$ cat config.mk
export PLATFORM = sky130hd
export DESIGN_NAME = wash_sequencer
export DESIGN_NICKNAME = d
export VERILOG_FILES = /design/src/rtl/wash_pkg.sv /design/src/rtl/resp_sync.sv /design/src/rtl/wash_sequencer.sv
export SDC_FILE = /design/constraint.sdc
export NUM_CORES = 1
export LEC_CHECK = 0
export BUFFER_PORTS_ARGS = -buffer_cell sky130_fd_sc_hd__buf_2
export CORE_MARGIN = 2
export CORE_UTILIZATION = 53
export CTS_BUF_LIST = sky130_fd_sc_hd__clkbuf_16
export DETAILED_ROUTE_END_ITERATION = 10
export HOLD_SLACK_MARGIN = 0.03
export PLACE_DENSITY = 0.79
export SYNTH_ARGS = -nofsm -noshare
export SYNTH_HDL_FRONTEND = slang
export SYNTH_SLANG_ARGS = --single-unit
$ cat constraint.sdc
create_clock -name clk -period 2.5 [get_ports clk]
set_input_delay 0.25 -clock clk [delete_from_list [all_inputs] [get_ports clk]]
set_output_delay 0.25 -clock clk [all_outputs]
set_load 0.01 [all_outputs]
$ cat src/rtl/wash_pkg.sv
// Shared encodings, program tables and step decode for the wash sequencer.
package wash_pkg;

   typedef enum logic [2:0] {
      S_IDLE, S_CLEAR, S_LOAD, S_RUN, S_PAUSE, S_ADVANCE, S_DONE
   } state_t;

   localparam logic [1:0] STEP_WASH  = 2'd0;
   localparam logic [1:0] STEP_RINSE = 2'd1;
   localparam logic [1:0] STEP_SPIN  = 2'd2;
   localparam logic [1:0] STEP_DRAIN = 2'd3;

   localparam logic [1:0] MODE_NORMAL = 2'd0;
   localparam logic [1:0] MODE_QUICK  = 2'd1;
   localparam logic [1:0] MODE_HEAVY  = 2'd2;
   localparam logic [1:0] MODE_SPIN   = 2'd3;

   localparam int TAB_W = 16;

   // [mode][step]; a zero entry drops the step just like a cleared mask bit
   localparam logic [TAB_W-1:0] DUR_TAB [4][4] = '{
      '{16'd8,  16'd6,  16'd5, 16'd4},
      '{16'd4,  16'd3,  16'd0, 16'd2},
      '{16'd12, 16'd10, 16'd6, 16'd0},
      '{16'd0,  16'd0,  16'd7, 16'd3}
   };

   localparam logic [3:0] STEP_MASK [4] = '{4'b1111, 4'b1011, 4'b1111, 4'b1100};

   typedef struct packed {
      logic valve_in;
      logic valve_out;
      logic motor_on;
      logic motor_fast;
   } act_t;

   function automatic act_t act_decode(input logic [1:0] step);
      act_t a;
      a = '0;
      case (step)
         STEP_WASH, STEP_RINSE: begin a.valve_in = 1'b1; a.motor_on = 1'b1; end
         STEP_SPIN:  begin a.valve_out = 1'b1; a.motor_on = 1'b1; a.motor_fast = 1'b1; end
         STEP_DRAIN: a.valve_out = 1'b1;
         default:    a = '0;
      endcase
      return a;
   endfunction

   function automatic logic step_en(input logic [1:0] mode, input logic [1:0] step);
      return STEP_MASK[mode][step] && (DUR_TAB[mode][step] != '0);
   endfunction

   // {found, index} of the lowest enabled step at or above 'from'; from=4 finds nothing
   function automatic logic [2:0] find_step(input logic [1:0] mode, input logic [2:0] from);
      logic [2:0] hit;
      hit = '0;
      for (int i = 3; i >= 0; i--)
         if (i >= int'(from) && step_en(mode, 2'(i)))
            hit = {1'b1, 2'(i)};
      return hit;
   endfunction

endpackage

$ cat src/rtl/resp_sync.sv
// Synchronises the timer's sticky completion bits and turns each rising edge
// into a one-cycle pulse.
module resp_sync #(
   parameter int W        = 4,
   parameter int SYNC_STG = 2
) (
   input  logic         clk,
   input  logic         rst,
   input  logic [W-1:0] din,
   output logic [W-1:0] pulse
);

   logic [SYNC_STG-1:0][W-1:0] sync_q;
   logic [W-1:0]               prev_q;

   always_ff @(posedge clk or posedge rst) begin
      if (rst) begin
         sync_q <= '0;
         prev_q <= '0;
      end else begin
         sync_q[0] <= din;
         for (int i = 1; i < SYNC_STG; i++)
            sync_q[i] <= sync_q[i-1];
         prev_q <= sync_q[SYNC_STG-1];
      end
   end

   // history is never cleared mid-program, so a bit already high gives no pulse
   assign pulse = sync_q[SYNC_STG-1] & ~prev_q;

endmodule

$ cat src/rtl/wash_sequencer.sv
// Wash program controller: clears the timer, then walks the enabled steps of the
// latched mode, driving timer start/step/duration and the actuators.
module wash_sequencer
   import wash_pkg::*;
#(
   parameter int DUR_W    = 16,
   parameter int CLR_CYC  = 4,
   parameter int SYNC_STG = 2
) (
   input  logic             clk,
   input  logic             rst,
   input  logic             i_go,
   input  logic [1:0]       i_mode,
   input  logic             i_door_closed,
   input  logic [3:0]       i_response,
   output logic             o_start,
   output logic [1:0]       o_step,
   output logic [DUR_W-1:0] o_duration,
   output logic             o_timer_clr,
   output logic             o_valve_in,
   output logic             o_valve_out,
   output logic             o_motor_on,
   output logic             o_motor_fast,
   output logic             o_door_lock,
   output logic             o_busy,
   output logic             o_done
);

   localparam int CNT_W = $clog2(CLR_CYC + 1);

   state_t           state, state_d;
   logic [1:0]       mode_q, mode_d;
   logic [1:0]       step_q, step_d;
   logic [DUR_W-1:0] dur_q, dur_d;
   logic [CNT_W-1:0] clr_cnt, clr_cnt_d;
   logic             go_q, go_rise;
   logic [3:0]       resp_pulse;
   logic [2:0]       first_hit, next_hit;
   act_t             act;

   resp_sync #(.W(4), .SYNC_STG(SYNC_STG)) u_resp_sync (
      .clk   (clk),
      .rst   (rst),
      .din   (i_response),
      .pulse (resp_pulse)
   );

   assign go_rise   = i_go & ~go_q;
   assign first_hit = find_step(mode_q, 3'd0);
   assign next_hit  = find_step(mode_q, {1'b0, step_q} + 3'd1);
   assign act       = act_decode(step_q);

   assign o_step     = step_q;
   assign o_duration = dur_q;

   always_ff @(posedge clk or posedge rst) begin
      if (rst) state <= S_IDLE;
      else     state <= state_d;
   end

   always_ff @(posedge clk or posedge rst) begin
      if (rst) begin
         mode_q  <= '0;
         step_q  <= '0;
         dur_q   <= '0;
         clr_cnt <= '0;
         go_q    <= 1'b0;
      end else begin
         mode_q  <= mode_d;
         step_q  <= step_d;
         dur_q   <= dur_d;
         clr_cnt <= clr_cnt_d;
         go_q    <= i_go;
      end
   end

   always_comb begin
      state_d      = state;
      mode_d       = mode_q;
      step_d       = step_q;
      dur_d        = dur_q;
      clr_cnt_d    = clr_cnt;
      o_start      = 1'b0;
      o_timer_clr  = 1'b0;
      o_valve_in   = 1'b0;
      o_valve_out  = 1'b0;
      o_motor_on   = 1'b0;
      o_motor_fast = 1'b0;
      o_door_lock  = 1'b0;
      o_busy       = 1'b0;
      o_done       = 1'b0;
      case (state)
         S_IDLE: begin
            if (go_rise && i_door_closed) begin
               mode_d    = i_mode;
               clr_cnt_d = '0;
               state_d   = S_CLEAR;
            end
         end
         S_CLEAR: begin
            o_timer_clr = 1'b1;
            o_busy      = 1'b1;
            if (clr_cnt == CNT_W'(CLR_CYC - 1)) begin
               if (first_hit[2]) begin
                  step_d  = first_hit[1:0];
                  dur_d   = DUR_W'(DUR_TAB[mode_q][first_hit[1:0]]);
                  state_d = S_LOAD;
               end else begin
                  state_d = S_DONE;
               end
            end else begin
               clr_cnt_d = clr_cnt + CNT_W'(1);
            end
         end
         S_LOAD: begin
            o_busy      = 1'b1;
            o_door_lock = 1'b1;
            state_d     = S_RUN;
         end
         S_RUN: begin
            o_start      = 1'b1;
            o_door_lock  = 1'b1;
            o_busy       = 1'b1;
            o_valve_in   = act.valve_in;
            o_valve_out  = act.valve_out;
            o_motor_on   = act.motor_on;
            o_motor_fast = act.motor_fast;
            // door wins; a completion pulse seen together with it is dropped
            if (!i_door_closed)             state_d = S_PAUSE;
            else if (resp_pulse[step_q])    state_d = S_ADVANCE;
         end
         S_PAUSE: begin
            o_busy = 1'b1;
            if (i_door_closed && go_rise) state_d = S_RUN;
         end
         S_ADVANCE: begin
            o_busy      = 1'b1;
            o_door_lock = 1'b1;
            if (next_hit[2]) begin
               step_d  = next_hit[1:0];
               dur_d   = DUR_W'(DUR_TAB[mode_q][next_hit[1:0]]);
               state_d = S_LOAD;
            end else begin
               step_d  = '0;
               dur_d   = '0;
               state_d = S_DONE;
            end
         end
         S_DONE: begin
            o_done  = 1'b1;
            state_d = S_IDLE;
         end
         default: state_d = S_IDLE;
      endcase
   end

endmodule

Word level (Yosys, flattened, before mapping):

Cells that the tools add are included.

* flip-flop bits (word level): 39
* input port bits: 10
* output and inout port bits: 27
* word-level logic and storage cells: 122

* add/sub/neg operators: 2
* $lt $le $gt $ge: 8
* equal/unequal tests: 16
* multiplexer cells: 54
* bitwise operators: 7
* reduce and logical (&&, ||, !) cells: 26

Operator list (count)
* $bmux W64 S2: 1
* $mux W64: 2
* $mux W16: 7
* $bmux W16 S2: 2
* $reduce_bool A16 Y1: 4
* $mux W3: 17
* $pmux W16 S2: 1
* $pmux W3 S6: 1
* $mux W1: 14
* $ne A2 B2 Y1 const B: 5
* $eq A3 B2 Y1 const B: 3
* $eq A3 B3 Y1 const B: 3
* $ge A3 B3 Y1 const B: 3
* $logic_and A1 B1 Y1: 9
* $not A2 Y3: 3
* $bmux W4 S2: 1
* $mux W4: 2
* $ge A1 B3 Y1 const A: 2
* $ge A2 B3 Y1 const A: 2
* $mux W2: 3
* $pmux W3 S2: 1
* $reduce_and A3 Y1: 2
* $reduce_or A3 Y1: 2
* $reduce_or A5 Y1: 1
* other kinds (19): 22

Logic depth before layout (Yosys ltp):

* depth in word-level cells: 17
* depth in mapped cells: 7
* depth with buffers taken out: 7

By module:

From an unflattened synthesis, not the netlist that was laid out.

* cells, all modules: 154
* area total of the unflattened synthesis: 1567.8 um^2

By module, submodules not included
* wash_sequencer: times used 1, cells an instance 137, area each 1208.7 um^2, sequential area each 375.4 um^2
* resp_sync: times used 1, cells an instance 17, area each 359.1 um^2, sequential area each 300.3 um^2

Worst setup path before layout:

No wires, ideal clock.

* path kind: register -> register
* start: register mode_q[0]
* end: register dur_q[0], in the netlist o_duration[0]
* setup time: 0.121 ns
* arrival: 1.692 ns
* data required time: 2.379 ns
* slack: 0.686 ns
* cell stages (with the launch flop): 8
* buffers on the path: 0
* clock period less this slack: 1.814 ns
* cell sequence: dfrtp_1 -> inv_1 -> ha_1 -> inv_2 -> a32o_2 -> a221oi_2 -> a2111oi_2 -> o22a_1

* word-level cells in the longest chain between the ends: 17
* elaborated cells on any way between the ends: 41
* classes of those cells: eq/ne: 1; mux: 24; bitwise: 3; reduce/logical: 13

Ends and longest elaborated chain
* start: declaration: RTL line wash_sequencer.sv:32 `logic [1:0] mode_q, mode_d;`
* start signal: assignment: RTL line wash_sequencer.sv:69 `mode_q <= mode_d;`
* $not A2 Y3 (implied by the code) (*): RTL line wash_pkg.sv:50, wash_sequencer.sv:106, wash_sequencer.sv:141
* $bmux W64 S2: RTL line wash_pkg.sv:50, wash_sequencer.sv:106, wash_sequencer.sv:141
* $mux W64 (implied by the code) (2 in series): RTL line wash_pkg.sv:50, wash_sequencer.sv:106, wash_sequencer.sv:141
* $reduce_bool A16 Y1: RTL line wash_pkg.sv:50 `return STEP_MASK[mode][step] && (DUR_TAB[mode][step] != '0);`
* $logic_and A1 B1 Y1: RTL line wash_pkg.sv:50
* $mux W3 / $logic_and A1 B1 Y1 (equally long branches): RTL line wash_pkg.sv:58 `if (i >= int'(from) && step_en(mode, 2'(i)))`
* $mux W3 (3 in series): RTL line wash_pkg.sv:58
* $not A2 Y3 (implied by the code) / $mux W3 (equally long branches): RTL line wash_sequencer.sv:106, wash_pkg.sv:58
* $bmux W16 S2 / $not A2 Y3 (equally long branches): RTL line wash_sequencer.sv:106, wash_sequencer.sv:141
* $mux W16 (implied by the code) / $bmux W16 S2 (equally long branches): RTL line wash_sequencer.sv:106, wash_sequencer.sv:141
* $mux W16, on equally long branches: RTL line wash_sequencer.sv:106, wash_sequencer.sv:141
* $mux W16, on equally long branches: RTL line wash_sequencer.sv:104, wash_sequencer.sv:141
* $mux W16, on equally long branches: RTL line wash_sequencer.sv:103, wash_sequencer.sv:139
* $pmux W16 S2: RTL line wash_sequencer.sv:92 `case (state)`
* end signal: assignment: RTL line wash_sequencer.sv:71 `dur_q <= dur_d;`
* end: declaration: RTL line wash_sequencer.sv:34 `logic [DUR_W-1:0] dur_q, dur_d;`

Every way passes the cells marked *; elsewhere a longest branch is shown, timed or not. The select of a mux whose other input is x is not followed.
A chain may end at the register's enable or synchronous reset.

Final worst setup path:

* start: register mode_q[0]
* end: register step_q[1], in the netlist o_step[1]

* word-level cells in the longest chain between the ends: 13
* elaborated cells on any way between the ends: 33
* classes of those cells: eq/ne: 1; mux: 18; bitwise: 1; reduce/logical: 13

Ends and longest elaborated chain
* $not A2 Y3 (implied by the code) (*): RTL line wash_pkg.sv:50
* $bmux W64 S2: RTL line wash_pkg.sv:50
* $mux W64 (implied by the code) (2 in series): RTL line wash_pkg.sv:50
* $reduce_bool A16 Y1: RTL line wash_pkg.sv:50
* $logic_and A1 B1 Y1: RTL line wash_pkg.sv:50
* $mux W3 / $logic_and A1 B1 Y1 (equally long branches): RTL line wash_pkg.sv:58
* $mux W3 (3 in series): RTL line wash_pkg.sv:58
* $mux W2 / $mux W3 (equally long branches): RTL line wash_sequencer.sv:104, wash_pkg.sv:58
* $mux W2, on equally long branches: RTL line wash_sequencer.sv:103, wash_sequencer.sv:139
* $pmux W2 S2: RTL line wash_sequencer.sv:92
* end signal: assignment: RTL line wash_sequencer.sv:70 `step_q <= step_d;`
* end: declaration: RTL line wash_sequencer.sv:33 `logic [1:0] step_q, step_d;`

Marks and branches as above.

==> results.rst <==
.. list-table::
   :header-rows: 1

   * - Metric
     - Value
   * - Met3 GRT Util
     - 2.42%
   * - Initial core utilization
     - 56.7%
   * - Placement Rows
     - 19
   * - Synthesized flop and latch total
     - 27
   * - Synth Instances
     - 166
   * - Slew of the pin with the lowest slew margin
     - 0.609 ns
   * - Port bufs
     - 24
   * - Cell Area, Synth
     - 1590 µm²
   * - Number of nets in the layout
     - 207
   * - Pin count of the biggest net entering global routing
     - 28
   * - Total I/O pin count
     - 37
   * - Synth top area cells
     - dfrtp_1 42%, ha_1 7.9%, buf_4 6.1%
   * - Period Utilization, post-route
     - 83.7%
   * - Power density relative to cell area
     - 1240 nW/µm²
   * - Chain of cells forming the critical path
     - ha_1, nand2b_1, a21oi_1, nor2b_1, mux2_2
   * - Tightest slew margin relative to the limit
     - 59.4%
   * - Post-DP HPWL
     - 2.18 mm
   * - Number of antenna violations at the first check in global routing
     - 0
   * - Final core utilization
     - 61.9%
   * - Result of the run
     - finished, violations left
   * - Biggest area consumer among synthesized cells
     - dfrtp_1
   * - Most used routing layer
     - met2
   * - Total number of vias
     - 1266
   * - Number of global-route vias before repair
     - 1164
   * - F_max
     - 0.478 GHz
   * - Worst hold path class
     - input pin to asynchronous set/reset pin
   * - Met2 Usage GRT
     - 34.1%
   * - Clock Root Buffer
     - clkbuf_16
   * - First-pass GRT wire length
     - 5.43 mm
   * - Setup Buffers After CTS
     - 0
   * - Placed instance area
     - 1650 µm²
   * - CTS sink count
     - 27
   * - Library cells used by synthesis
     - 43
   * - Number of clock buffers inserted by TritonCTS
     - 3
   * - Critical Path AT
     - 2.24 ns
   * - GRT Overall Usage
     - 20.4%
   * - CTS tree
     - done
   * - Avg Cell Area, Syn
     - 9.59 µm²
   * - Setup crit end kind
     - flip-flop
   * - Worst Reg2Reg Path Length in Cells
     - 5
   * - Endpoint required time on the critical path
     - 2.65 ns
   * - RSZ-0062 raised after global routing
     - no
   * - Share of the synthesized area in the top cell type
     - 42.5%
   * - Antenna diode count
     - 0
   * - Largest fanout on the critical path
     - 11
   * - Failing checks
     - design-rule violations
   * - Number of nets with antenna violations after detailed routing
     - 0
   * - Leftover overflow at the end of global routing
     - 0
   * - Max-slew violation total from the final report
     - 0
   * - Total DRC errors in the routed layout
     - 3
   * - Worst-case clock buffer depth
     - 2
   * - Number of fill cells in the layout
     - 245
   * - Period minus WS final
     - 2.09 ns
   * - Yosys Warn Count
     - 0
   * - Detailed router's first-iteration violation count
     - 54
   * - Final number of hold-violating endpoints
     - 0
   * - Total core area
     - 2810 µm²
   * - Cell at the slowest stage of the critical path
     - dfrtp_1
   * - LEAKAGE
     - 0.844 nW
   * - Length of the first detailed-routing pass in iterations
     - 7
   * - Ratio of cells with drive above 1 in the final layout
     - 21.0%
   * - Overall routed net length
     - 3.03 mm
   * - Clock latency on the worst-skew pair
     - 0.26 ns
   * - H-Tree Depth
     - 1
   * - Die ar.
     - 3460 µm²
   * - Sum of negative setup slack
     - 0 ns
   * - Classification of the worst setup path
     - flip-flop to flip-flop
   * - Final std cell area, no fill
     - 1740 µm²
   * - Max_cap viols
     - 0
   * - Max rail drop VDD
     - 0.731 mV
   * - Final weighted congestion of routability-driven global placement
     - 0.997
   * - Die outline width
     - 58.8 µm
   * - Synth-to-layout area growth
     - 9.12%
   * - Vertical die dimension
     - 58.8 µm
   * - Clock transition at path regs
     - 0.07 ns
   * - Final setup skew
     - 0.00262 ns
   * - Routed wirelength normalized by instance count
     - 14.0 µm
   * - Quantity of gates resized following cts
     - 0
   * - Final total power
     - 2.16 mW
   * - Startpoint type of the worst setup path
     - flip-flop
   * - Hold slack
     - 0.0325 ns
   * - Slowest stage delay, CP
     - 0.48 ns
   * - Sequential cell area fraction in the yosys report
     - 42.5%
   * - Hold Buf Count CTS
     - 0
   * - Setup Viol. Count Final
     - 0
   * - Met1 Track Usage GR
     - 27.9%
   * - Vias per inst
     - 5.83
[registers in the layout, indices dropped and copies added, names as in the netlist]
register            flops
clr_cnt                 3
go_q                    1
mode_q                  2
o_duration              4
o_step                  2
state                   3
u_resp_sync.prev_q      4
u_resp_sync.sync_q      8
[per-stage QoR]
stage	std cells	setup WS [ns]
6_report	217	0.408
5_1_grt	217	0.292
3_3_place_gp	213	0.565
3_5_place_dp	213	0.486
2_1_floorplan	177	0.686
4_1_cts	217	0.426
[logic make-up after synthesis]
family / count (synthesis) / synth area share [%]
buffers and inverters: 37 / 13.1
other: 1 / 0.236
and+or+nand+nor: 43 / 14.7
muxes: 4 / 2.75
adders and majority gates: 10 / 7.86
DFF: 27 / 42.5
AOI/OAI and AO/OA: 44 / 18.9
[routing by layer]
layer / part of all wire (%) / vias up
met4: 1.4 / 0
met2: 50 / 56
li1: - / 597
met5: 0 / -
met3: 5.6 / 7
met1: 43 / 606
[layout make-up]
type | instances | area (µm²) | area share, %
clock inverters | 1 | 7.51 | 0.432
inverters | 17 | 63.8 | 3.67
multi-input cells | 113 | 748 | 43.1
flip-flops and latches | 27 | 676 | 38.9
well taps | 31 | 38.8 | 2.23
repair buffers | 25 | 128 | 7.35
clock buffers | 3 | 75.1 | 4.32
[worst max-delay path: cells and delay by family (launching register included)]
| family | cells | cell delay, ns |
|---|---|---|
| fa+ha+maj | 1 | 0.38 |
| mux | 1 | 0.39 |
| simple gates | 2 | 0.62 |
| flops | 1 | 0.48 |
| compound gates | 1 | 0.10 |
[cell usage after synthesis, drive strengths merged]
cell type	n
nor2b	7
mux2i	1
o211ai	2
nand2b	2
o32ai	1
conb	1
nand3	1
o21ai	11
o22ai	2
nor3b	3
nor2	8
o22a	2
a2111oi	1
a31oi	3
mux2	3
o221ai	1
inv	17
o32a	1
a221oi	2
a32o	1
nand2	12
o2bb2ai	1
a311oi	2
ha	10
nor4	3
nand3b	1
dfrtp	27
buf	20
a21oi	12
a21o	1
nand4	1
nor3	4
a22o	1
and2	1
[report_power, final]
group	internal, mW	switching (mW)	leakage (nW)
clock	0.218	0.152	0.0371
combinational	0.438	0.593	0.482
sequential	0.553	0.204	0.325
total	1.21	0.949	0.844
[cell usage in the layout, fill, tap and decap left out, types with 2 or more instances in the layout]
| cell type | instances |
|---|---|
| dfrtp_1 | 27 |
| buf_2 | 24 |
| inv_1 | 15 |
| a21oi_1 | 12 |
| nand2_1 | 12 |
| conb_1 | 12 |
| ha_1 | 10 |
| nor2_1 | 8 |
| nor2b_1 | 7 |
| o21ai_0 | 6 |
| o21ai_1 | 5 |
| nor3_1 | 3 |
| a31oi_1 | 3 |
| clkbuf_16 | 3 |
| nand2b_1 | 2 |
| inv_2 | 2 |
| mux2_1 | 2 |
| nor3b_1 | 2 |
| a311oi_1 | 2 |
| o211ai_1 | 2 |
| o22ai_1 | 2 |
| o22a_1 | 2 |
| nor4_1 | 2 |
[final timing paths]
kind                                  startpoint               endpoint  slack, ns
hold / removal                               rst                   go_q       0.03
setup reg to reg                       mode_q[0]              o_step[1]       0.41
hold reg to reg            u_resp_sync.sync_q[2]  u_resp_sync.sync_q[6]       0.35
setup / recovery                       mode_q[0]              o_step[1]       0.41
max in group asynchronous                    rst              mode_q[0]       2.22
min in group clk                   i_response[0]  u_resp_sync.sync_q[0]       0.09
No activity file was read; power rests on OpenSTA's default activity.
